`config.mk`:
```
export PLATFORM = sky130hd
export DESIGN_NAME = rs_syndrome_seq
export DESIGN_NICKNAME = d
export VERILOG_FILES = /design/src/rtl/rs_syndrome_seq.sv
export SDC_FILE = /design/constraint.sdc
export NUM_CORES = 1
export LEC_CHECK = 0
export CORE_MARGIN = 2
export CORE_UTILIZATION = 40
export CTS_BUF_LIST = sky130_fd_sc_hd__clkbuf_2 sky130_fd_sc_hd__clkbuf_4 sky130_fd_sc_hd__clkbuf_8
export CTS_CLUSTER_SIZE = 16
export DETAILED_ROUTE_END_ITERATION = 7
export PLACE_DENSITY_LB_ADDON = 0.12
export SKIP_CTS_REPAIR_TIMING = 1
export SYNTH_ARGS = -nofsm -noshare
export SYNTH_HDL_FRONTEND = slang
export SYNTH_SLANG_ARGS = --single-unit
```
`constraint.sdc`:
```
create_clock -name clk -period 2.6 [get_ports clk]
set_input_delay 0.26 -clock clk [delete_from_list [all_inputs] [get_ports clk]]
set_output_delay 0.26 -clock clk [all_outputs]
set_load 0.1 [all_outputs]
```
`src/rtl/rs_syndrome_seq.sv`:
```
// Streaming RS(N,K) syndrome calculator: one symbol per accept, Horner update of every root in parallel; define RS_SYN_ERRCNT_EN for err_count.
// syn_valid rises the cycle after the N-th accept; results then hold with sym_ready low until syn_ready.
module rs_syndrome_seq #(
  parameter int             SYM_W     = 4,
  parameter int             N         = 15,
  parameter int             K         = 9,
  parameter logic [SYM_W:0] PRIM_POLY = 5'b10011,
  parameter int             FCR       = 1
) (
  input  logic                     clk,
  input  logic                     rst_n,
  input  logic [SYM_W-1:0]         sym_in,
  input  logic                     sym_valid,
  output logic                     sym_ready,
  output logic [(N-K)*SYM_W-1:0]   syndromes,
  output logic                     error_detected,
  output logic                     syn_valid,
  input  logic                     syn_ready
`ifdef RS_SYN_ERRCNT_EN
  ,
  output logic [15:0]              err_count
`endif
);

  localparam int TWO_T = N - K;
  localparam int CNT_W = $clog2(N);

  typedef enum logic {ACCUM, HOLD} stateT;

  stateT            state, stateNext;
  logic [CNT_W-1:0] symCnt;
  logic [SYM_W-1:0] acc     [TWO_T];
  logic [SYM_W-1:0] accNext [TWO_T];
  logic             accept, synTake, lastSym;

  function automatic logic [SYM_W-1:0] mulAlpha(input logic [SYM_W-1:0] a);
    return {a[SYM_W-2:0], 1'b0} ^ (a[SYM_W-1] ? PRIM_POLY[SYM_W-1:0] : '0);
  endfunction

  function automatic logic [SYM_W-1:0] alphaPow(input int p);
    logic [SYM_W-1:0] v;
    v = SYM_W'(1);
    for (int k = 0; k < p; k++) v = mulAlpha(v);
    return v;
  endfunction

  // Shift-and-add multiply; with one operand constant this folds to a small XOR network.
  function automatic logic [SYM_W-1:0] gfMul(input logic [SYM_W-1:0] a, input logic [SYM_W-1:0] b);
    logic [SYM_W-1:0] prod, sh;
    prod = '0;
    sh   = a;
    for (int k = 0; k < SYM_W; k++) begin
      if (b[k]) prod = prod ^ sh;
      sh = mulAlpha(sh);
    end
    return prod;
  endfunction

  for (genvar i = 0; i < TWO_T; i++) begin : gRoot
    localparam logic [SYM_W-1:0] ROOT = alphaPow(FCR + i);
    assign accNext[i] = gfMul(acc[i], ROOT) ^ sym_in;
    assign syndromes[i*SYM_W +: SYM_W] = acc[i];
  end

  assign error_detected = |syndromes;
  assign lastSym        = (symCnt == CNT_W'(N - 1));
  assign accept         = sym_valid & sym_ready;
  assign synTake        = syn_valid & syn_ready;

  always_comb begin
    stateNext = state;
    sym_ready = 1'b0;
    syn_valid = 1'b0;
    case (state)
      ACCUM: begin
        sym_ready = rst_n;
        if (sym_valid && rst_n && lastSym) stateNext = HOLD;
      end
      HOLD: begin
        syn_valid = 1'b1;
        if (syn_ready) stateNext = ACCUM;
      end
    endcase
  end

  always_ff @(posedge clk) begin
    if (!rst_n) begin
      state  <= ACCUM;
      symCnt <= '0;
      for (int i = 0; i < TWO_T; i++) acc[i] <= '0;
    end else begin
      state <= stateNext;
      if (accept) begin
        symCnt <= lastSym ? '0 : symCnt + 1'b1;
        for (int i = 0; i < TWO_T; i++) acc[i] <= accNext[i];
      end else if (synTake) begin
        // Clearing on the handshake lets the next word start Horner from zero.
        for (int i = 0; i < TWO_T; i++) acc[i] <= '0;
      end
    end
  end

`ifdef RS_SYN_ERRCNT_EN
  always_ff @(posedge clk) begin
    if (!rst_n) begin
      err_count <= '0;
    end else if (synTake && error_detected && (err_count != 16'hFFFF)) begin
      err_count <= err_count + 16'd1;
    end
  end
`endif

endmodule

```
==> run summary, run 1 <==
Pre-CTS setup slack: 0.6483 ns
Fillers: 368
Power Density: 835.3 mW/mm²
Hold Path Class: reg -> reg
Setup TNS Final: 0 ns
Core area: 0.003943 mm²
Ys Warns: 0
Initial antenna violation count: 0
CP startpoint kind: flop
Unrepaired setup endpoints after global routing: false
CP arrival: 1.97 ns
Worst-Margin Slew: 0.4080 ns
DR DRC count: 0
First-pass DRT Iterations: 4
Fmax: 447.7 MHz
Number of placed instances with taps included: 230
Ant. Diodes: 0
Netlist cell types: 30
Synth Register Bits: 29
Cell Rows: 23
CTS Root Cell: clkbuf_8
Critical path endpoint category: output pin
Status: finished, final reports clean
Period utilisation layout: 85.92%
Nets: 200
Commonest non-fill, non-tap cell in the layout: buf_4
H-tree Lvls: 2
CP Class: reg -> out
Critical path peak fanout: 3
Skew-Pair Late Insertion Delay: 0.28 ns
CTS tree: done
Maxcap violations: 0
DIE WIDTH: 67.60 µm
Delay of the slowest critical-path stage: 0.43 ns
Slew margin rel.: 72.71%
Clk buf depth: 2
Die area: 0.004569 mm²
Initial DRC Count: 30
Die height: 67.60 µm
Via/cell ratio: 4.777
Worst path slowest cell: edfxtp_1
IR Drop Worst-Case VDD: 0.0004102 V
Vias: 1,137
Syn nets: 164
Synthesized area per cell: 10.71 µm²
Starting Density: 41.03%
Non-filler cells, final: 238
Global-route wire length before repair: 5.520 mm
# clock sinks: 29
Largest cells by area after synthesis: edfxtp_1, xnor2_1, xor2_1
Top-area cell type share of the netlist area: 44.55%
Most frequent cells in the layout: buf_4, nor2_1, xnor2_1, edfxtp_1, xor2_1
Routed WL: 3.446 mm
Post-layout min period: 2.234 ns
Cells after Synth: 151
All-Layer GR Usage: 17.40%
Area of the multi-input gates: 719.4 µm²
Largest net degree at the start of global routing: 25
Area leader, netlist: edfxtp_1
Crit-path cells: inv_1 -> ha_1 -> nor4b_2 -> nand4_1 -> or4_1 -> buf_4
Reg clk slew, reported paths: 0.06 ns
Post-synthesis sequential area ratio: 50.73%
Layout cell share with drive strength beyond 1: 21.28%
Layout area overhead: 25.68%
Tot Pwr: 1698 µW
Wire per inst: 14.48 µm
Cts bufs inserted: 5
IO Pins: 35
Hold Vio Cnt, Final: 0
Placer Congestion: 0.7592
DP HPWL: 2.508 mm
Total grt overflow: 0
Hold Slack: 0.4946 ns
PortBufs: 34
Post-synthesis instance area: 0.001618 mm²
# setup viols final: 0
Reg area: 820.8 µm²
Antenna-violating nets left: 0
Vias in the first global route: 1,118
Leak: 0.0008299 µW
Worst path required time: 2.34 ns
Clock skew: 0.005948 ns
Final Slew Violations: 0
Worst Slack Setup Final: 0.3662 ns
[state kept, by name (all words and copies together) (netlist names)]
| register | flops |
|---|---|
| symCnt | 4 |
| acc | 24 |
| state | 1 |
[final timing paths]
kind | from | to | slack [ns] | depth (start not counted)
max | acc[3][2] | error_detected | 0.37 | 6
min | symCnt[3] | symCnt[3] | 0.49 | 2
max reg2reg | acc[5][2] | acc[5][2] | 1.15 | 5
min reg2reg | symCnt[3] | symCnt[3] | 0.49 | 2
[through the flow]
stage | cell area [µm²] | utilization [%]
after CTS | 2033 | 51.57
after global placement | 1936 | 49.10
after detailed placement | 1936 | 49.10
after global routing | 2033 | 51.57
final | 2033 | 51.57
after floorplan | 1618 | -
[per-layer routing]
| metal | vias to the layer above | wire length [µm] | GRT usage, % |
|---|---|---|---|
| met5 | - | 0 | 0 |
| li1 | 572 | - | - |
| met1 | 530 | 1568 | 21.42 |
| met4 | 0 | 61 | 8.418 |
| met2 | 30 | 1645 | 26.72 |
| met3 | 5 | 172 | 6.500 |
[critical path, delay by kind of cell (launching register included)]
kind          cells  cell delay (ns)
fa+ha+maj         1             0.14
buf+inv           2             0.33
flops             1             0.43
simple gates      3             0.79
[cells in the mapped netlist, drive strengths merged]
cell / count
a21boi: 1
a21oi: 2
and2: 4
and4b: 1
buf: 6
clkbuf: 1
dfxtp: 5
edfxtp: 24
ha: 5
inv: 12
mux2i: 1
nand2: 4
nand2b: 1
nand3: 5
nand3b: 3
nand4: 1
nor2: 25
nor2b: 2
nor3: 3
nor3b: 1
nor4: 1
nor4b: 2
o211ai: 1
o21ai: 1
o32ai: 1
or4: 1
xnor2: 24
xor2: 13
[logic make-up after synthesis]
logic type | share of synthesized area, %
simple gates | 17.56
fa+ha+maj | 3.867
buf+inv | 4.794
xor+xnor | 20.03
mux | 0.6187
compound gates | 2.398
flops | 50.73
[where the power goes]
group	internal (µW)	switching [µW]
Clock	236	164
Sequential	564	53.7
Combinational	197	483
Total	997	701
[cell type report]
type / count / area share (%)
clock buffer: 8 / 4.800
inverter: 12 / 2.215
multi-input combinational: 103 / 35.38
sequential: 29 / 40.37
tap: 50 / 3.077
timing repair buffer: 36 / 14.15
Power figures use the tool's default switching activity.
==> run 2, diff against run 1 <==
--- a/config.mk
+++ b/config.mk
@@ -11,6 +11,7 @@
 export CTS_CLUSTER_SIZE = 16
 export DETAILED_ROUTE_END_ITERATION = 7
 export PLACE_DENSITY_LB_ADDON = 0.12
+export RECOVER_POWER = 25
 export SKIP_CTS_REPAIR_TIMING = 1
 export SYNTH_ARGS = -nofsm -noshare
 export SYNTH_HDL_FRONTEND = slang
==> run 2 against run 1 <==
Power shrank 1.3%. Die area unchanged. Non-clock buffer count unchanged. Via count increased by 1.1%. Utilization shrank 1.4 points. Critical path depth is the same. Register-to-register slack is essentially flat. Setup slack gained 0.0054 ns. First-iteration DRC count shrank 10%. Largest cell class unchanged. Largest power group unchanged.
==> run summary, run 2 (synthesized netlist as in run 1, its figures left out) <==
Antenna-violating nets left: 0 (unchanged)
PortBufs: 34 (unchanged)
Placer Congestion: 0.7592 (unchanged)
Power Density: 847.9 mW/mm² (was 835.3 mW/mm²)
Die area: 0.004569 mm² (unchanged)
First-pass DRT Iterations: 4 (unchanged)
DP HPWL: 2.508 mm (unchanged)
Vias: 1,150 (was 1,137)
CP arrival: 1.97 ns (about the same)
Sw Share: 41.96% (was 41.30%)
Worst-Margin Slew: 1.206 ns (was 0.4080 ns)
Period utilisation layout: 85.71% (was 85.92%)
Slew margin rel.: 19.92% (was 72.71%)
Largest register FFs: 24 (unchanged)
IO Pins: 35 (unchanged)
Biggest register: acc (unchanged)
Reg clk slew, reported paths: 0.06 ns (about the same)
Nets: 200 (unchanged)
Setup TNS Final: 0 ns (unchanged)
Critical path endpoint category: output pin (unchanged)
# clock sinks: 29 (unchanged)
Most frequent cells in the layout: nor2_1, xnor2_1, edfxtp_1, clkbuf_1, buf_4 (was buf_4, nor2_1, xnor2_1, edfxtp_1, xor2_1)
Worst path required time: 2.34 ns (about the same)
Clock group share of total power: 24.0% (was 23.6%)
Largest net degree at the start of global routing: 25 (unchanged)
Die height: 67.60 µm (unchanged)
# setup viols final: 0 (unchanged)
CP startpoint kind: flop (unchanged)
Clock skew: 0.006039 ns (was 0.005948 ns)
Skew-Pair Late Insertion Delay: 0.28 ns (about the same)
H-tree Lvls: 2 (unchanged)
CP Class: reg -> out (unchanged)
Post-layout min period: 2.228 ns (was 2.234 ns)
Number of placed instances with taps included: 230 (unchanged)
Pint: 972.9 µW (was 997.1 µW)
Layout area overhead: 22.20% (was 25.68%)
Leak: 0.0007702 µW (was 0.0008299 µW)
Routed WL: 3.465 mm (was 3.446 mm)
Final Slew Violations: 0 (unchanged)
Hold Path Class: reg -> reg (unchanged)
Utilization after layout: 50.14% (was 51.57%)
DIE WIDTH: 67.60 µm (unchanged)
Commonest non-fill, non-tap cell in the layout: nor2_1 (was buf_4)
Seq pwr share: 36.8% (was 36.4%)
Hold Vio Cnt, Final: 0 (unchanged)
Fmax: 448.7 MHz (was 447.7 MHz)
Global-route wire length before repair: 5.520 mm (unchanged)
Hold Slack: 0.4945 ns (was 0.4946 ns)
Core area: 0.003943 mm² (unchanged)
Wire per inst: 14.56 µm (was 14.48 µm)
Tot Pwr: 1676 µW (was 1698 µW)
Vias in the first global route: 1,118 (unchanged)
NetSw: 703.3 µW (was 701.4 µW)
Critical path peak fanout: 3 (unchanged)
Initial DRC Count: 27 (was 30)
Total grt overflow: 0 (unchanged)
Layout cell share with drive strength beyond 1: 13.30% (was 21.28%)
Non-filler cells, final: 238 (unchanged)
Unrepaired setup endpoints after global routing: false (unchanged)
Logic pwr share: 39.2% (was 40.0%)
DR DRC count: 0 (unchanged)
Via/cell ratio: 4.832 (was 4.777)
CTS tree: done (unchanged)
CTS Root Cell: clkbuf_8 (unchanged)
Clk buf depth: 2 (unchanged)
Status: finished, final reports clean (unchanged)
Cts bufs inserted: 5 (unchanged)
Biggest regs: acc: 24 flops, symCnt: 4 flops, state: 1 flops (unchanged)
Cell Rows: 23 (unchanged)
IR Drop Worst-Case VDD: 0.0004107 V (was 0.0004102 V)
Ant. Diodes: 0 (unchanged)
Maxcap violations: 0 (unchanged)
Initial antenna violation count: 0 (unchanged)
Starting Density: 41.03% (unchanged)
All-Layer GR Usage: 17.40% (unchanged)
-- run 2: through the flow --
stage / worst slack (ns) / area [µm²]
final: 0.3715 / 1977
after global routing: 0.2648 / 1977
after CTS: 0.3252 / 2033
after detailed placement: 0.6483 / 1936
after global placement: 0.6043 / 1936
after floorplan: 0.08393 / 1618
-- run 2: power groups by stage --
stage               Clock, µW  Sequential (µW)  Combinational (µW)
floorplan                   0              943                 237
global placement            0              627                 681
detailed placement          0              629                 682
CTS                       415              619                 685
global route              440              625                 699
finish                    402              617                 657
-- run 2: metal layers --
layer / track usage (%) / part of all wire (%) / up-vias
met5: 0 / 0 / -
met4: 8.418 / 1.8 / 0
met3: 6.500 / 5.5 / 5
met2: 26.72 / 48 / 32
met1: 21.42 / 45 / 540
li1: - / - / 573
-- run 2: final timing paths --
| check | start | end | slack [ns] | cells after the start |
|---|---|---|---|---|
| worst min-delay path | symCnt[3] | symCnt[3] | 0.49 | 2 |
| worst max register to register | acc[5][2] | acc[5][2] | 1.16 | 5 |
| worst min register to register | symCnt[3] | symCnt[3] | 0.49 | 2 |
| worst max-delay path | acc[3][2] | error_detected | 0.37 | 6 |
-- run 2: final cells by class --
cell class	instances	area, µm²
sequential	29	820.8
clock buffer	8	97.59
timing repair buffer	36	231.5
tap	50	62.56
inverter	12	45.04
multi-input combinational	103	719.4
fill	388	1966
-- run 2: worst max-delay path: stages (launching register included) --
cell and delay, ns:
edfxtp_1 0.43, inv_1 0.08, ha_1 0.14, nor4b_2 0.21, nand4_1 0.15, or4_1 0.42
buf_4 0.25
